==> src/rtl/dsm_ctrl.sv <==
`timescale 1ns/1ps
// Sample-rate and supervision controller for a delta-sigma modulator:
// paces samples by the oversampling ratio, generates LFSR dither, and recovers the loop on overload.
module dsm_ctrl #(
  parameter int T_BITS      = 16,
  parameter int OSR_BITS    = 8,
  parameter int STALL_LIM   = 64,
  parameter int RECOVER_CYC = 8,
  parameter int DITH_SHIFT  = 10
) (
  input  logic                     clock,
  input  logic                     reset,
  input  logic                     en,
  input  logic [OSR_BITS-1:0]      osr,
  input  logic                     s_valid,
  input  logic signed [T_BITS-1:0] s_data,
  output logic                     s_ready,
  input  logic                     dith_en,
  input  logic [1:0]               pwm,
  input  logic                     ovl_clr,
  output logic signed [T_BITS-1:0] vin,
  output logic signed [T_BITS-1:0] dith,
  output logic                     dsm_reset,
  output logic                     sample_tick,
  output logic                     underrun,
  output logic                     overload
);

  localparam logic [1:0] S_IDLE    = 2'd0;
  localparam logic [1:0] S_LOAD    = 2'd1;
  localparam logic [1:0] S_RUN     = 2'd2;
  localparam logic [1:0] S_RECOVER = 2'd3;

  localparam int RL_W = (STALL_LIM   > 1) ? $clog2(STALL_LIM + 1)   : 1;
  localparam int RC_W = (RECOVER_CYC > 1) ? $clog2(RECOVER_CYC + 1) : 1;

  logic [1:0]          state;
  logic [OSR_BITS-1:0] cnt;
  logic [OSR_BITS-1:0] osr_m1;
  logic [RL_W-1:0]     runlen;
  logic [RC_W-1:0]     rcnt;
  logic [1:0]          pwm_prev;
  logic [15:0]         lfsr;
  logic                lfsr_fb;
  logic                match;
  logic                detect;

  // LFSR word sign-extended/truncated to the sample width, then scaled down.
  function automatic logic signed [T_BITS-1:0] dith_shape(input logic [15:0] r);
    logic signed [T_BITS-1:0] w;
    w = T_BITS'($signed(r));
    return w >>> DITH_SHIFT;
  endfunction

  // An osr of zero is treated as one, i.e. a reload value of zero.
  assign osr_m1  = (osr == '0) ? '0 : osr - OSR_BITS'(1);
  assign s_ready = (state == S_LOAD) || ((state == S_RUN) && (cnt == '0));
  assign lfsr_fb = lfsr[0] ^ lfsr[2] ^ lfsr[3] ^ lfsr[5];
  assign match   = (pwm == pwm_prev) && (pwm != 2'b00);
  assign detect  = (state == S_RUN) &&
                   ((pwm == 2'b10) || (match && (runlen == RL_W'(STALL_LIM - 1))));

  always_ff @(posedge clock) begin
    if (reset) begin
      state       <= S_IDLE;
      cnt         <= '0;
      runlen      <= '0;
      rcnt        <= '0;
      pwm_prev    <= 2'b00;
      lfsr        <= 16'hACE1;
      vin         <= '0;
      dith        <= '0;
      dsm_reset   <= 1'b1;
      sample_tick <= 1'b0;
      underrun    <= 1'b0;
      overload    <= 1'b0;
    end else begin
      lfsr        <= {lfsr_fb, lfsr[15:1]};
      dith        <= dith_en ? dith_shape(lfsr) : '0;
      pwm_prev    <= pwm;
      sample_tick <= 1'b0;
      underrun    <= 1'b0;
      runlen      <= '0;

      // A fresh detection beats a simultaneous clear; en=0 suppresses detection.
      if (en && detect)
        overload <= 1'b1;
      else if (ovl_clr)
        overload <= 1'b0;

      if (!en) begin
        state     <= S_IDLE;
        vin       <= '0;
        cnt       <= '0;
        rcnt      <= '0;
        dsm_reset <= 1'b1;
      end else begin
        case (state)
          S_IDLE: begin
            state     <= S_LOAD;
            dsm_reset <= 1'b1;
          end
          S_LOAD: begin
            if (s_valid) begin
              vin         <= s_data;
              sample_tick <= 1'b1;
              cnt         <= osr_m1;
              state       <= S_RUN;
              dsm_reset   <= 1'b0;
            end
          end
          S_RUN: begin
            if (cnt == '0) begin
              cnt <= osr_m1;
              if (s_valid) begin
                vin         <= s_data;
                sample_tick <= 1'b1;
              end else begin
                underrun <= 1'b1;
              end
            end else begin
              cnt <= cnt - OSR_BITS'(1);
            end
            if (detect) begin
              state     <= S_RECOVER;
              dsm_reset <= 1'b1;
              rcnt      <= RC_W'(RECOVER_CYC - 1);
            end else if (match) begin
              runlen <= runlen + RL_W'(1);
            end
          end
          default: begin
            if (rcnt == '0)
              state <= S_LOAD;
            else
              rcnt <= rcnt - RC_W'(1);
          end
        endcase
      end
    end
  end

endmodule

==> config.mk <==
export PLATFORM = sky130hd
export DESIGN_NAME = dsm_ctrl
export DESIGN_NICKNAME = d
export VERILOG_FILES = /design/src/rtl/dsm_ctrl.sv
export SDC_FILE = /design/constraint.sdc
export NUM_CORES = 1
export LEC_CHECK = 0
export BUFFER_PORTS_ARGS = -buffer_cell sky130_fd_sc_hd__buf_2
export CAP_MARGIN = 20
export CELL_PAD_IN_SITES_DETAIL_PLACEMENT = 1
export CELL_PAD_IN_SITES_GLOBAL_PLACEMENT = 2
export CORE_MARGIN = 1.5
export CORE_UTILIZATION = 34
export DETAILED_ROUTE_END_ITERATION = 10
export PLACE_DENSITY = 0.87
export SYNTH_ARGS = -nofsm -noshare
export SYNTH_HDL_FRONTEND = slang
export SYNTH_SLANG_ARGS = --single-unit
==> constraint.sdc <==
create_clock -name clock -period 3.7 [get_ports clock]
set_clock_uncertainty 0.05 [all_clocks]
set_input_delay 0.37 -clock clock [delete_from_list [all_inputs] [get_ports clock]]
set_output_delay 0.37 -clock clock [all_outputs]
set_load 0.02 [all_outputs]
==> impl_results.html, run 1 <==
<table>
<tr><th>Metric</th><th>Value</th></tr>
<tr><th colspan="2">Outcome</th></tr>
<tr><td>Run status</td><td>finished, final reports clean</td></tr>
<tr><th colspan="2">Floorplanning</th></tr>
<tr><td>Chip Height</td><td>94.72 µm</td></tr>
<tr><td>Starting Density</td><td>34.99%</td></tr>
<tr><td>Area of the core region</td><td>8175 µm²</td></tr>
<tr><td>Horizontal extent of the die</td><td>94.72 µm</td></tr>
<tr><td>Number of placement rows</td><td>33</td></tr>
<tr><td>I/O pin cnt</td><td>69</td></tr>
<tr><td>Die footprint</td><td>8972 µm²</td></tr>
<tr><th colspan="2">Hold path</th></tr>
<tr><td>Hold-critical path endpoint</td><td>vin[1]</td></tr>
<tr><td>Worst Hold Class</td><td>in -&gt; reg</td></tr>
<tr><td>Depth of the worst hold-timing path</td><td>3</td></tr>
<tr><td>Launch point of the worst hold path</td><td>s_data[1]</td></tr>
<tr><th colspan="2">Routing</th></tr>
<tr><td>Antenna Violating Nets Remaining</td><td>0</td></tr>
<tr><td>Count of unresolved DRC violations after routing</td><td>0</td></tr>
<tr><td>First-pass DRT Iterations</td><td>4</td></tr>
<tr><td>Avg WL per Cell</td><td>13.27 µm</td></tr>
<tr><td>Ratio of routed vias to standard cells</td><td>5.043</td></tr>
<tr><td>Via count</td><td>2481</td></tr>
<tr><td>Final Routed Wirelength</td><td>6528 µm</td></tr>
<tr><td>DRT iter0 DRCs</td><td>108</td></tr>
<tr><th colspan="2">Yosys</th></tr>
<tr><td>Unique masters post-synth</td><td>45</td></tr>
<tr><td>Post-synthesis cell count</td><td>325</td></tr>
<tr><td>Post-synthesis simple-gate area fraction</td><td>26.47%</td></tr>
<tr><td>Post-synthesis sequential area ratio</td><td>45.49%</td></tr>
<tr><td>Multiplexer area fraction after synthesis</td><td>0.3500%</td></tr>
<tr><td>Number of warnings printed during yosys synthesis</td><td>0</td></tr>
<tr><td>Synthesized Nets</td><td>366</td></tr>
<tr><td>Number of synthesized flops with an enable pin</td><td>0</td></tr>
<tr><td>Async set or reset register ratio after synthesis</td><td>0%</td></tr>
<tr><td>Synth Area in Adders</td><td>3.937%</td></tr>
<tr><td>Predominant post-synthesis flop cell</td><td>dfxtp_1</td></tr>
<tr><td>Post-synthesis share of cell area spent on xor and xnor gates</td><td>3.675%</td></tr>
<tr><td>Share of the synthesized area in compound gates (AO/OA/AOI/OAI)</td><td>13.60%</td></tr>
<tr><td>Largest family of logic cells by synthesized area</td><td>simple AND/OR/NAND/NOR gates</td></tr>
<tr><td>Count of state elements after synthesis</td><td>65</td></tr>
<tr><td>Post-Synthesis Mean Instance Area</td><td>8.801 µm²</td></tr>
<tr><td>Post-synth design cell area</td><td>2860 µm²</td></tr>
<tr><th colspan="2">STA</th></tr>
<tr><td>Final setup violating endpoints</td><td>0</td></tr>
<tr><td>Setup repair after global routing missed its margin</td><td>false</td></tr>
<tr><td>Achievable frequency</td><td>0.4328 GHz</td></tr>
<tr><td>Count of final max-slew check failures</td><td>0</td></tr>
<tr><td>Share of the clock period used by the worst path after layout</td><td>62.44%</td></tr>
<tr><td>Post-route worst setup slack</td><td>1.390 ns</td></tr>
<tr><td>Fin. Hold Viols</td><td>0</td></tr>
<tr><td>Rel. slew slack</td><td>56.26%</td></tr>
<tr><td>Tightest Pin Transition</td><td>0.6501 ns</td></tr>
<tr><td>WHS</td><td>0.2073 ns</td></tr>
<tr><td>Accumulated negative setup slack</td><td>0 ns</td></tr>
<tr><td>Clock period minus worst slack</td><td>2.310 ns</td></tr>
<tr><th colspan="2">Global routing</th></tr>
<tr><td>GRT Residual Overflow</td><td>0</td></tr>
<tr><td>Number of antenna violations at the first check in global routing</td><td>0</td></tr>
<tr><td>Wire length of the first global-routing pass</td><td>10650 µm</td></tr>
<tr><td>Pin count of the biggest net entering global routing</td><td>43</td></tr>
<tr><td>Vias in the first global route</td><td>2382</td></tr>
<tr><td>Gr usage total</td><td>15.11%</td></tr>
<tr><th colspan="2">Clock tree</th></tr>
<tr><td>H-tree lvl count</td><td>3</td></tr>
<tr><td>Gates resized, CTS repair</td><td>0</td></tr>
<tr><td>Setup fix buffers added after clock tree synthesis</td><td>0</td></tr>
<tr><td>Clk sinks</td><td>65</td></tr>
<tr><td>Root buffer selected by CTS</td><td>clkbuf_8</td></tr>
<tr><td>Number of buffers added to fix hold violations after cts</td><td>0</td></tr>
<tr><td>Clock slew at the register clock pins of the worst setup and hold paths</td><td>0.08 ns</td></tr>
<tr><td>Number of clock buffers inserted by TritonCTS</td><td>9</td></tr>
<tr><td>Clock Path Buffers</td><td>2</td></tr>
<tr><td>Worst-skew pair later-pin latency</td><td>0.34 ns</td></tr>
<tr><td>CTS tree</td><td>built</td></tr>
<tr><th colspan="2">Pwr</th></tr>
<tr><td>Switching Share</td><td>28.16%</td></tr>
<tr><td>Ratio of total power to cell area</td><td>452.6 nW/µm²</td></tr>
<tr><td>Clock network power share</td><td>39.8%</td></tr>
<tr><td>Worst IR drop on VDD</td><td>0.1614 mV</td></tr>
<tr><td>Leak Pwr</td><td>0.001434 µW</td></tr>
<tr><td>Part of the total power dissipated in combinational logic</td><td>12.3%</td></tr>
<tr><td>Fraction of power consumed by sequential logic</td><td>47.9%</td></tr>
<tr><td>Internal portion of total power</td><td>1114 µW</td></tr>
<tr><td>Switching component of the power</td><td>436.6 µW</td></tr>
<tr><th colspan="2">Worst setup path</th></tr>
<tr><td>Category of the most critical setup path</td><td>reg -&gt; out</td></tr>
<tr><td>Worst reg-to-reg setup slack</td><td>1.46 ns</td></tr>
<tr><td>Critical-path maximum fanout</td><td>8</td></tr>
<tr><td>Arrival time at the worst endpoint</td><td>1.89 ns</td></tr>
<tr><td>Slowest cell delay on critical path</td><td>0.43 ns</td></tr>
<tr><td>Critical path's slowest cell</td><td>nor3b_2</td></tr>
<tr><td>FF-to-FF Start</td><td>state[0]</td></tr>
<tr><td>Reg-to-reg critical path endpoint</td><td>rcnt[0]</td></tr>
<tr><td>Series of cell instances along the critical path</td><td>inv_1, ha_1, nor3b_2, nand3_1, nand2b_1, buf_2</td></tr>
<tr><td>Endpoint type of the worst setup path</td><td>output port</td></tr>
<tr><td>CP startpoint kind</td><td>flip-flop</td></tr>
<tr><td>Logic depth of the worst register-to-register path</td><td>6</td></tr>
<tr><td>Setup crit start</td><td>cnt[1]</td></tr>
<tr><td>Required time of the critical path</td><td>3.28 ns</td></tr>
<tr><th colspan="2">Placement</th></tr>
<tr><td>Global placement routability congestion</td><td>0.7804</td></tr>
<tr><td>Post-Place Cell Area</td><td>3224 µm²</td></tr>
<tr><td>Final HPWL DP</td><td>4750 µm</td></tr>
<tr><td>Worst slack, placed</td><td>1.514 ns</td></tr>
<tr><td>Count of input and output buffers</td><td>68</td></tr>
<tr><th colspan="2">Final layout</th></tr>
<tr><td>Number of antenna repair diodes</td><td>0</td></tr>
<tr><td>Design Area, Final</td><td>3426 µm²</td></tr>
<tr><td>Fin nets</td><td>423</td></tr>
<tr><td>Most frequent standard cell in the layout excluding fill and tap cells</td><td>buf_2</td></tr>
<tr><td>Area added between synthesis and finish</td><td>19.77%</td></tr>
<tr><td>Commonest cells after routing, fill and taps aside</td><td>buf_2 (68), dfxtp_1 (65), nand2_1 (27)</td></tr>
<tr><td>Post-layout util</td><td>41.90%</td></tr>
<tr><td>Fraction of layout instances using a drive strength above 1</td><td>26.36%</td></tr>
<tr><th colspan="2">Flow run</th></tr>
<tr><td>Maximum capacitance violations</td><td>0</td></tr>
</table>
worst max-delay path by stage:
stage | endpoint | slack (ns) | depth (start not counted)
final | s_ready | 1.39 | 6
after global routing | rcnt[0] | 1.19 | 6
after CTS | s_ready | 1.40 | 6
after detailed placement | rcnt[1] | 1.51 | 6
after global placement | rcnt[1] | 1.61 | 6
after floorplan | cnt[5] | 1.86 | 8
synthesized netlist by cell type, drive strengths merged (4+ instances only):
master | n | share of area, %
nand2 | 27 | 3.5
nor4 | 5 | 2.1
and2 | 7 | 1.5
nor2b | 12 | 2.6
nand2b | 6 | 1.3
or4 | 6 | 1.7
or2 | 8 | 1.7
nor3 | 11 | 2.3
xnor2 | 6 | 1.8
xor2 | 6 | 1.8
o21ai | 28 | 4.9
a21oi | 11 | 1.9
buf | 11 | 2.8
nor2 | 19 | 2.5
ha | 9 | 3.9
nand3 | 20 | 3.5
a31oi | 4 | 0.87
nor3b | 4 | 1.2
dfxtp | 65 | 45
clkbuf | 13 | 1.7
inv | 15 | 2.0
power by group through the flow:
stage | logic [µW] | registers (µW) | clock network, µW
floorplan | 127 | 764 | 0
global placement | 188 | 758 | 0
detailed placement | 192 | 759 | 0
CTS | 193 | 743 | 632
global route | 213 | 747 | 659
finish | 191 | 743 | 617
kinds of logic after synthesis:
kind of cell	Yosys count
flops	65
xor+xnor	12
fa+ha+maj	9
buf+inv	39
simple gates	135
compound gates	64
mux	1
flip-flops by register name, indices dropped and copies added, names as in the netlist, 2 cells and up:
name      cells
vin          16
pwm_prev      2
dith          6
state         2
rcnt          4
cnt           8
lfsr         16
runlen        7
routing by layer:
metal | global-route usage, % | share of wire (%) | up-vias
li1 | - | - | 1232
met1 | 18.70 | 49 | 1176
met2 | 25.24 | 45 | 62
met3 | 2.979 | 4.6 | 11
met4 | 6.716 | 1.8 | 0
met5 | 0 | 0 | -
cell type report:
| type | instances | area, µm² |
|---|---|---|
| repair buffers | 70 | 355.3 |
| multi-input cells | 221 | 1380 |
| well taps | 105 | 131.4 |
| fillers | 1022 | 4750 |
| flip-flops and latches | 65 | 1301 |
| clock buffers | 9 | 123.9 |
| inverters | 15 | 56.30 |
| clock inverters | 7 | 77.57 |
worst max-delay path: cells and delay by family (launching register included):
family | cells | cell delay [ns]
buffers and inverters | 2 | 0.26
flip-flops | 1 | 0.34
AND/OR/NAND/NOR | 3 | 0.74
adder cells (fa/ha/maj) | 1 | 0.20
per-stage QoR:
| stage | power, µW | std cells |
|---|---|---|
| final | 1550 | 492 |
| after global placement | 945.7 | 476 |
| after detailed placement | 950.9 | 476 |
| after global routing | 1619 | 492 |
| after floorplan | 891.3 | 325 |
| after CTS | 1569 | 492 |
No activity file was read; power rests on OpenSTA's default activity.
==> run 2: changes to the inputs <==
Settings changed: CORE_UTILIZATION 34 to 28, PLACE_DENSITY 0.87 to 0.77.
Clock period 3.7 ns to 1.9 ns, I/O delays scaled along.
==> impl_results.html, run 2 (synthesis gave the netlist of run 1 again) <==
<table>
<tr><th>Metric</th><th>Value</th></tr>
<tr><th colspan="2">Floorplanning</th></tr>
<tr><td>Chip Height</td><td>104.1 µm (was 94.72 µm)</td></tr>
<tr><td>Die footprint</td><td>10830 µm² (was 8972 µm²)</td></tr>
<tr><td>Starting Density</td><td>29.13% (was 34.99%)</td></tr>
<tr><td>I/O pin cnt</td><td>69 (unchanged)</td></tr>
<tr><td>Number of placement rows</td><td>36 (was 33)</td></tr>
<tr><td>Area of the core region</td><td>9819 µm² (was 8175 µm²)</td></tr>
<tr><td>Horizontal extent of the die</td><td>104.1 µm (was 94.72 µm)</td></tr>
<tr><th colspan="2">Final layout</th></tr>
<tr><td>Most frequent standard cell in the layout excluding fill and tap cells</td><td>buf_2 (unchanged)</td></tr>
<tr><td>Largest registers</td><td>lfsr (16), vin (16), cnt (8) (unchanged)</td></tr>
<tr><td>Fraction of layout instances using a drive strength above 1</td><td>31.77% (was 26.36%)</td></tr>
<tr><td>Fin nets</td><td>442 (was 423)</td></tr>
<tr><td>Design Area, Final</td><td>3716 µm² (was 3426 µm²)</td></tr>
<tr><td>Number of antenna repair diodes</td><td>0 (unchanged)</td></tr>
<tr><td>Finished Layout Cells</td><td>539 (was 492)</td></tr>
<tr><td>Commonest cells after routing, fill and taps aside</td><td>buf_2 (67), dfxtp_1 (65), nand2_1 (26) (was buf_2 (68), dfxtp_1 (65), nand2_1 (27))</td></tr>
<tr><td>Fill cell instance count of the final layout</td><td>1188 (was 1022)</td></tr>
<tr><td>Area added between synthesis and finish</td><td>29.92% (was 19.77%)</td></tr>
<tr><th colspan="2">Placement</th></tr>
<tr><td>Post-Place Cell Area</td><td>3420 µm² (was 3224 µm²)</td></tr>
<tr><td>Final HPWL DP</td><td>4996 µm (was 4750 µm)</td></tr>
<tr><td>Count of input and output buffers</td><td>68 (unchanged)</td></tr>
<tr><td>Global placement routability congestion</td><td>0.7704 (was 0.7804)</td></tr>
<tr><td>Placed instance count</td><td>522 (was 476)</td></tr>
<tr><td>Worst slack, placed</td><td>-0.04298 ns (was 1.514 ns)</td></tr>
<tr><th colspan="2">Routing</th></tr>
<tr><td>Via count</td><td>2512 (was 2481)</td></tr>
<tr><td>Count of unresolved DRC violations after routing</td><td>0 (unchanged)</td></tr>
<tr><td>Ratio of routed vias to standard cells</td><td>4.660 (was 5.043)</td></tr>
<tr><td>Final Routed Wirelength</td><td>6811 µm (was 6528 µm)</td></tr>
<tr><td>First-pass DRT Iterations</td><td>4 (unchanged)</td></tr>
<tr><td>Avg WL per Cell</td><td>12.64 µm (was 13.27 µm)</td></tr>
<tr><td>DRT iter0 DRCs</td><td>75 (was 108)</td></tr>
<tr><td>Antenna Violating Nets Remaining</td><td>0 (unchanged)</td></tr>
<tr><th colspan="2">Worst setup path</th></tr>
<tr><td>Slowest cell delay on critical path</td><td>0.38 ns (was 0.43 ns)</td></tr>
<tr><td>Critical-path maximum fanout</td><td>5 (was 8)</td></tr>
<tr><td>Arrival time at the worst endpoint</td><td>1.59 ns (was 1.89 ns)</td></tr>
<tr><td>Endpoint type of the worst setup path</td><td>output port (unchanged)</td></tr>
<tr><td>Category of the most critical setup path</td><td>reg -&gt; out (unchanged)</td></tr>
<tr><td>Critical path's slowest cell</td><td>dfxtp_1 (was nor3b_2)</td></tr>
<tr><td>Series of cell instances along the critical path</td><td>nor4_4, buf_4, nand3_1, nand2b_1, buf_6 (was inv_1, ha_1, nor3b_2, nand3_1, nand2b_1, buf_2)</td></tr>
<tr><td>CP startpoint kind</td><td>flip-flop (unchanged)</td></tr>
<tr><td>Required time of the critical path</td><td>1.66 ns (was 3.28 ns)</td></tr>
<tr><th colspan="2">Clock tree</th></tr>
<tr><td>CTS tree</td><td>built (unchanged)</td></tr>
<tr><td>H-tree lvl count</td><td>3 (unchanged)</td></tr>
<tr><td>Clock slew at the register clock pins of the worst setup and hold paths</td><td>0.08 ns (about the same)</td></tr>
<tr><td>Root buffer selected by CTS</td><td>clkbuf_8 (unchanged)</td></tr>
<tr><td>Clock Path Buffers</td><td>2 (unchanged)</td></tr>
<tr><td>Clk sinks</td><td>65 (unchanged)</td></tr>
<tr><td>Number of buffers added to fix hold violations after cts</td><td>0 (unchanged)</td></tr>
<tr><td>Number of clock buffers inserted by TritonCTS</td><td>9 (unchanged)</td></tr>
<tr><td>Worst-skew pair later-pin latency</td><td>0.33 ns (was 0.34 ns)</td></tr>
<tr><th colspan="2">Global routing</th></tr>
<tr><td>Vias in the first global route</td><td>2456 (was 2382)</td></tr>
<tr><td>Number of antenna violations at the first check in global routing</td><td>0 (unchanged)</td></tr>
<tr><td>Wire length of the first global-routing pass</td><td>11490 µm (was 10650 µm)</td></tr>
<tr><td>Gr usage total</td><td>12.96% (was 15.11%)</td></tr>
<tr><td>Pin count of the biggest net entering global routing</td><td>43 (unchanged)</td></tr>
<tr><td>GRT Residual Overflow</td><td>0 (unchanged)</td></tr>
<tr><th colspan="2">STA</th></tr>
<tr><td>Rel. slew slack</td><td>76.83% (was 56.26%)</td></tr>
<tr><td>Final setup violating endpoints</td><td>0 (unchanged)</td></tr>
<tr><td>Count of final max-slew check failures</td><td>0 (unchanged)</td></tr>
<tr><td>Achievable frequency</td><td>0.5451 GHz</td></tr>
<tr><td>Clock period minus worst slack</td><td>1.835 ns</td></tr>
<tr><td>Post-route worst setup slack</td><td>0.06537 ns (was 1.390 ns)</td></tr>
<tr><td>Share of the clock period used by the worst path after layout</td><td>96.56%</td></tr>
<tr><td>Tightest Pin Transition</td><td>0.3476 ns (was 0.6501 ns)</td></tr>
<tr><td>Setup repair after global routing missed its margin</td><td>true (was false)</td></tr>
<tr><td>Fin. Hold Viols</td><td>0 (unchanged)</td></tr>
<tr><td>Accumulated negative setup slack</td><td>0 ns (unchanged)</td></tr>
<tr><td>WHS</td><td>0.02891 ns (was 0.2073 ns)</td></tr>
<tr><th colspan="2">Flow run</th></tr>
<tr><td>Maximum capacitance violations</td><td>0 (unchanged)</td></tr>
<tr><th colspan="2">Outcome</th></tr>
<tr><td>Run status</td><td>finished, final reports clean (unchanged)</td></tr>
<tr><th colspan="2">Pwr</th></tr>
<tr><td>Leak Pwr</td><td>0.001559 µW (was 0.001434 µW)</td></tr>
<tr><td>Worst IR drop on VDD</td><td>0.3902 mV (was 0.1614 mV)</td></tr>
<tr><td>Ratio of total power to cell area</td><td>872.2 nW/µm² (was 452.6 nW/µm²)</td></tr>
<tr><th colspan="2">Hold path</th></tr>
<tr><td>Worst Hold Class</td><td>in -&gt; reg (unchanged)</td></tr>
</table>
## run 2: cell count changes in the layout (fill, tap and decap cells not counted), sizes merged
cell      delta
clkinv       -1
clkinvlp     -1
buf         +19
bufinv       +1
inv          +1
## run 2: timing repair
action,in CTS,in global routing
endpoints found under the setup margin,8,13
gates resized for setup,3,11
pin swaps,0,4
endpoints found under the hold margin,0,0
buffers inserted,0,1
## run 2: path summary, 6_finish.rpt
check             to       from  slack, ns  cells past startpoint
min           vin[1]  s_data[1]       0.03                      3
max          s_ready     cnt[5]       0.07                      5
max reg2reg   cnt[5]     cnt[1]       0.10                      7
min reg2reg  lfsr[0]    lfsr[1]       0.35                      1
## run 2: power by group
part	total [µW]	internal (µW)	switching, µW	leakage (µW)
combinational	454	203	251	0.000913
clock	1340	753	589	0.000115
sequential	1450	1410	33.1	0.000531
## run 2: worst max-delay path, delay by kind of cell, from the launching register on
kind / cells / cell delay [ns]
buffers and inverters: 2 / 0.31
flip-flops: 1 / 0.38
AND/OR/NAND/NOR: 3 / 0.57
## run 2: layout make-up
class                   count  area (µm²)  share of cell area (%)
flip-flops and latches     65        1301                   35.02
clock buffers               9       123.9                   3.333
inverters                  15       56.30                   1.515
multi-input cells         221        1439                   38.72
clock inverters             7       100.1                   2.694
repair buffers             89       529.3                   14.24
well taps                 133       166.4                   4.478
## run 2: per-layer routing
metal | track usage (%) | wire, µm
met3 | 3.383 | 268
met4 | 4.762 | 97
met5 | 0 | 0
met2 | 22.56 | 3229
met1 | 15.26 | 3215
## run 2: per-stage QoR
step                      total power (µW)  utilization (%)
after floorplan                       1736                -
after global placement                1905            34.82
after detailed placement              1914            34.82
after CTS                             3273            37.26
after global routing                  3415            37.84
final                                 3241            37.84
==> run 3: changes to the inputs <==
Settings changed: RECOVER_POWER from default to 50.
==> impl_results.html, run 3 (synthesis gave the netlist of run 1 again) <==
<table>
<tr><th>Metric</th><th>Value</th></tr>
<tr><th colspan="2">Outcome</th></tr>
<tr><td>Run status</td><td>finished, final reports clean (unchanged)</td></tr>
<tr><th colspan="2">Hold path</th></tr>
<tr><td>Worst Hold Class</td><td>in -&gt; reg (unchanged)</td></tr>
<tr><td>Launch point of the worst hold path</td><td>s_data[1] (unchanged)</td></tr>
<tr><td>Depth of the worst hold-timing path</td><td>3 (unchanged)</td></tr>
<tr><td>Hold-critical path endpoint</td><td>vin[1] (unchanged)</td></tr>
<tr><th colspan="2">Routing</th></tr>
<tr><td>Avg WL per Cell</td><td>12.70 µm (was 12.64 µm)</td></tr>
<tr><td>Via count</td><td>2510 (was 2512)</td></tr>
<tr><td>First-pass DRT Iterations</td><td>4 (unchanged)</td></tr>
<tr><td>Antenna Violating Nets Remaining</td><td>0 (unchanged)</td></tr>
<tr><td>Ratio of routed vias to standard cells</td><td>4.657 (was 4.660)</td></tr>
<tr><td>DRT iter0 DRCs</td><td>77 (was 75)</td></tr>
<tr><td>Final Routed Wirelength</td><td>6845 µm (was 6811 µm)</td></tr>
<tr><td>Count of unresolved DRC violations after routing</td><td>0 (unchanged)</td></tr>
<tr><th colspan="2">STA</th></tr>
<tr><td>Rel. slew slack</td><td>48.76% (was 76.83%)</td></tr>
<tr><td>Clock period minus worst slack</td><td>1.840 ns (was 1.835 ns)</td></tr>
<tr><td>Fin. Hold Viols</td><td>0 (unchanged)</td></tr>
<tr><td>Tightest Pin Transition</td><td>0.7686 ns (was 0.3476 ns)</td></tr>
<tr><td>Final setup violating endpoints</td><td>0 (unchanged)</td></tr>
<tr><td>Count of final max-slew check failures</td><td>0 (unchanged)</td></tr>
<tr><td>Achievable frequency</td><td>0.5436 GHz (was 0.5451 GHz)</td></tr>
<tr><td>Setup repair after global routing missed its margin</td><td>true (unchanged)</td></tr>
<tr><td>Share of the clock period used by the worst path after layout</td><td>96.82% (was 96.56%)</td></tr>
<tr><th colspan="2">Pwr</th></tr>
<tr><td>Switching component of the power</td><td>874.1 µW (was 873.1 µW)</td></tr>
<tr><td>Pwr Total</td><td>3237 µW (was 3241 µW)</td></tr>
<tr><td>Part of the total power dissipated in combinational logic</td><td>13.9% (was 14.0%)</td></tr>
<tr><td>Leak Pwr</td><td>0.001449 µW (was 0.001559 µW)</td></tr>
<tr><td>Clock network power share</td><td>41.5% (was 41.4%)</td></tr>
<tr><td>Fraction of power consumed by sequential logic</td><td>44.7% (was 44.6%)</td></tr>
<tr><td>Worst IR drop on VDD</td><td>0.3901 mV (was 0.3902 mV)</td></tr>
<tr><td>Ratio of total power to cell area</td><td>879.5 nW/µm² (was 872.2 nW/µm²)</td></tr>
<tr><td>Switching Share</td><td>27.00% (was 26.94%)</td></tr>
<tr><td>Internal portion of total power</td><td>2363 µW (was 2368 µW)</td></tr>
<tr><th colspan="2">Floorplanning</th></tr>
<tr><td>Starting Density</td><td>29.13% (unchanged)</td></tr>
<tr><td>Horizontal extent of the die</td><td>104.1 µm (unchanged)</td></tr>
<tr><td>Number of placement rows</td><td>36 (unchanged)</td></tr>
<tr><td>Die footprint</td><td>10830 µm² (unchanged)</td></tr>
<tr><td>Chip Height</td><td>104.1 µm (unchanged)</td></tr>
<tr><td>Area of the core region</td><td>9819 µm² (unchanged)</td></tr>
<tr><td>I/O pin cnt</td><td>69 (unchanged)</td></tr>
<tr><th colspan="2">Clock tree</th></tr>
<tr><td>Root buffer selected by CTS</td><td>clkbuf_8 (unchanged)</td></tr>
<tr><td>Clock Path Buffers</td><td>2 (unchanged)</td></tr>
<tr><td>Clk sinks</td><td>65 (unchanged)</td></tr>
<tr><td>Worst-skew pair later-pin latency</td><td>0.33 ns (about the same)</td></tr>
<tr><td>Clock slew at the register clock pins of the worst setup and hold paths</td><td>0.08 ns (about the same)</td></tr>
<tr><td>Number of clock buffers inserted by TritonCTS</td><td>9 (unchanged)</td></tr>
<tr><td>CTS tree</td><td>built (unchanged)</td></tr>
<tr><td>H-tree lvl count</td><td>3 (unchanged)</td></tr>
<tr><th colspan="2">Worst setup path</th></tr>
<tr><td>Critical-path maximum fanout</td><td>5 (unchanged)</td></tr>
<tr><td>Worst reg-to-reg setup slack</td><td>0.10 ns (about the same)</td></tr>
<tr><td>Endpoint type of the worst setup path</td><td>output port (unchanged)</td></tr>
<tr><td>Arrival time at the worst endpoint</td><td>1.60 ns (was 1.59 ns)</td></tr>
<tr><td>CP startpoint kind</td><td>flip-flop (unchanged)</td></tr>
<tr><td>Required time of the critical path</td><td>1.66 ns (about the same)</td></tr>
<tr><td>Reg-to-reg critical path endpoint</td><td>cnt[5] (unchanged)</td></tr>
<tr><td>Logic depth of the worst register-to-register path</td><td>7 (unchanged)</td></tr>
<tr><td>FF-to-FF Start</td><td>cnt[1] (unchanged)</td></tr>
<tr><td>Category of the most critical setup path</td><td>reg -&gt; out (unchanged)</td></tr>
<tr><th colspan="2">Final layout</th></tr>
<tr><td>Fin nets</td><td>442 (unchanged)</td></tr>
<tr><td>Sequential Area</td><td>1301 µm² (unchanged)</td></tr>
<tr><td>Area added between synthesis and finish</td><td>28.70% (was 29.92%)</td></tr>
<tr><td>Design Area, Final</td><td>3681 µm² (was 3716 µm²)</td></tr>
<tr><td>Number of antenna repair diodes</td><td>0 (unchanged)</td></tr>
<tr><td>Commonest cells after routing, fill and taps aside</td><td>dfxtp_1 (65), buf_2 (42), nand2_1 (26), clkbuf_1 (26) (was buf_2 (67), dfxtp_1 (65), nand2_1 (26))</td></tr>
<tr><td>Multi-input combinational cell area</td><td>1439 µm² (unchanged)</td></tr>
<tr><td>Largest registers</td><td>lfsr (16), vin (16), cnt (8) (unchanged)</td></tr>
<tr><td>Post-layout util</td><td>37.49% (was 37.84%)</td></tr>
<tr><td>Most frequent standard cell in the layout excluding fill and tap cells</td><td>dfxtp_1 (was buf_2)</td></tr>
<tr><td>Fraction of layout instances using a drive strength above 1</td><td>25.37% (was 31.77%)</td></tr>
<tr><td>Fill cell instance count of the final layout</td><td>1197 (was 1188)</td></tr>
<tr><th colspan="2">Placement</th></tr>
<tr><td>Count of input and output buffers</td><td>68 (unchanged)</td></tr>
<tr><td>Final HPWL DP</td><td>4996 µm (unchanged)</td></tr>
<tr><td>Post-Place Cell Area</td><td>3420 µm² (unchanged)</td></tr>
<tr><td>Global placement routability congestion</td><td>0.7704 (unchanged)</td></tr>
<tr><th colspan="2">Global routing</th></tr>
<tr><td>Gr usage total</td><td>12.96% (unchanged)</td></tr>
<tr><td>Wire length of the first global-routing pass</td><td>11490 µm (unchanged)</td></tr>
<tr><td>Pin count of the biggest net entering global routing</td><td>43 (unchanged)</td></tr>
<tr><td>Vias in the first global route</td><td>2456 (unchanged)</td></tr>
<tr><td>Number of antenna violations at the first check in global routing</td><td>0 (unchanged)</td></tr>
<tr><td>GRT Residual Overflow</td><td>0 (unchanged)</td></tr>
<tr><th colspan="2">Flow run</th></tr>
<tr><td>Maximum capacitance violations</td><td>0 (unchanged)</td></tr>
</table>
==> run 3: cell types whose count changed in the layout (fill, tap and decap cells not counted), sizes merged <==
cell    delta
clkbuf    +26
buf       -26
==> run 3: how the worst max path moves through the flow <==
stage                     slack, ns  startpoint         to
final                          0.06      cnt[5]    s_ready
after global routing          -0.02    state[0]    s_ready
after CTS                     0.002   runlen[0]  dsm_reset
after floorplan                0.06    state[1]     cnt[5]
after detailed placement      -0.04   runlen[0]  dsm_reset
after global placement         0.04      osr[5]     cnt[4]
==> run 3: final cells by class <==
cell class	count	area share (%)
multi-input combinational	221	39.09
clock buffer	9	3.365
inverter	15	1.530
sequential	65	35.35
timing repair buffer	89	13.43
tap	133	4.521
clock inverter	7	2.719
==> run 3: worst max-delay path: stages (launching register included) <==
cell and delay [ns]:
dfxtp_1 0.38, nor4_4 0.32, buf_4 0.17, nand3_1 0.09
nand2b_1 0.16, buf_6 0.14
==> run 3: power by group through the flow <==
stage          combinational [µW]  clock [µW]  sequential [µW]
2_1_floorplan                 247           0             1490
3_3_place_gp                  431           0             1470
3_5_place_dp                  439           0             1480
4_1_cts                       446        1380             1440
5_1_grt                       493        1460             1450
6_report                      449        1340             1450
==> run 3: repair_timing <==
| item | 4_1_cts | 5_1_grt |
|---|---|---|
| buffers inserted | 0 | 1 |
| resized for setup | 3 | 11 |
| hold buffers | 0 | 0 |
| endpoints found under the setup margin | 8 | 13 |
| pin swaps | 0 | 4 |
| hold endpoints to repair | 0 | 0 |
==> run 3: stage by stage <==
stage | setup slack, ns | setup TNS (ns) | hold slack (ns) | std cells
floorplan | 0.06446 | 0 | 0.2193 | 325
global placement | 0.03717 | 0 | 0.3468 | 522
detailed placement | -0.04298 | -0.1010 | 0.3479 | 522
CTS | 0.001670 | 0 | 0.01652 | 538
global route | -0.01914 | -0.02031 | 0.01599 | 539
finish | 0.06033 | 0 | 0.02881 | 539
==> run 3: metal layers <==
metal | up-vias | wire length [µm] | global-route usage [%]
li1 | 1274 | - | -
met1 | 1181 | 3245 | 15.26
met3 | 7 | 272 | 3.383
met4 | 0 | 97 | 4.762
met5 | - | 0 | 0
met2 | 48 | 3230 | 22.56
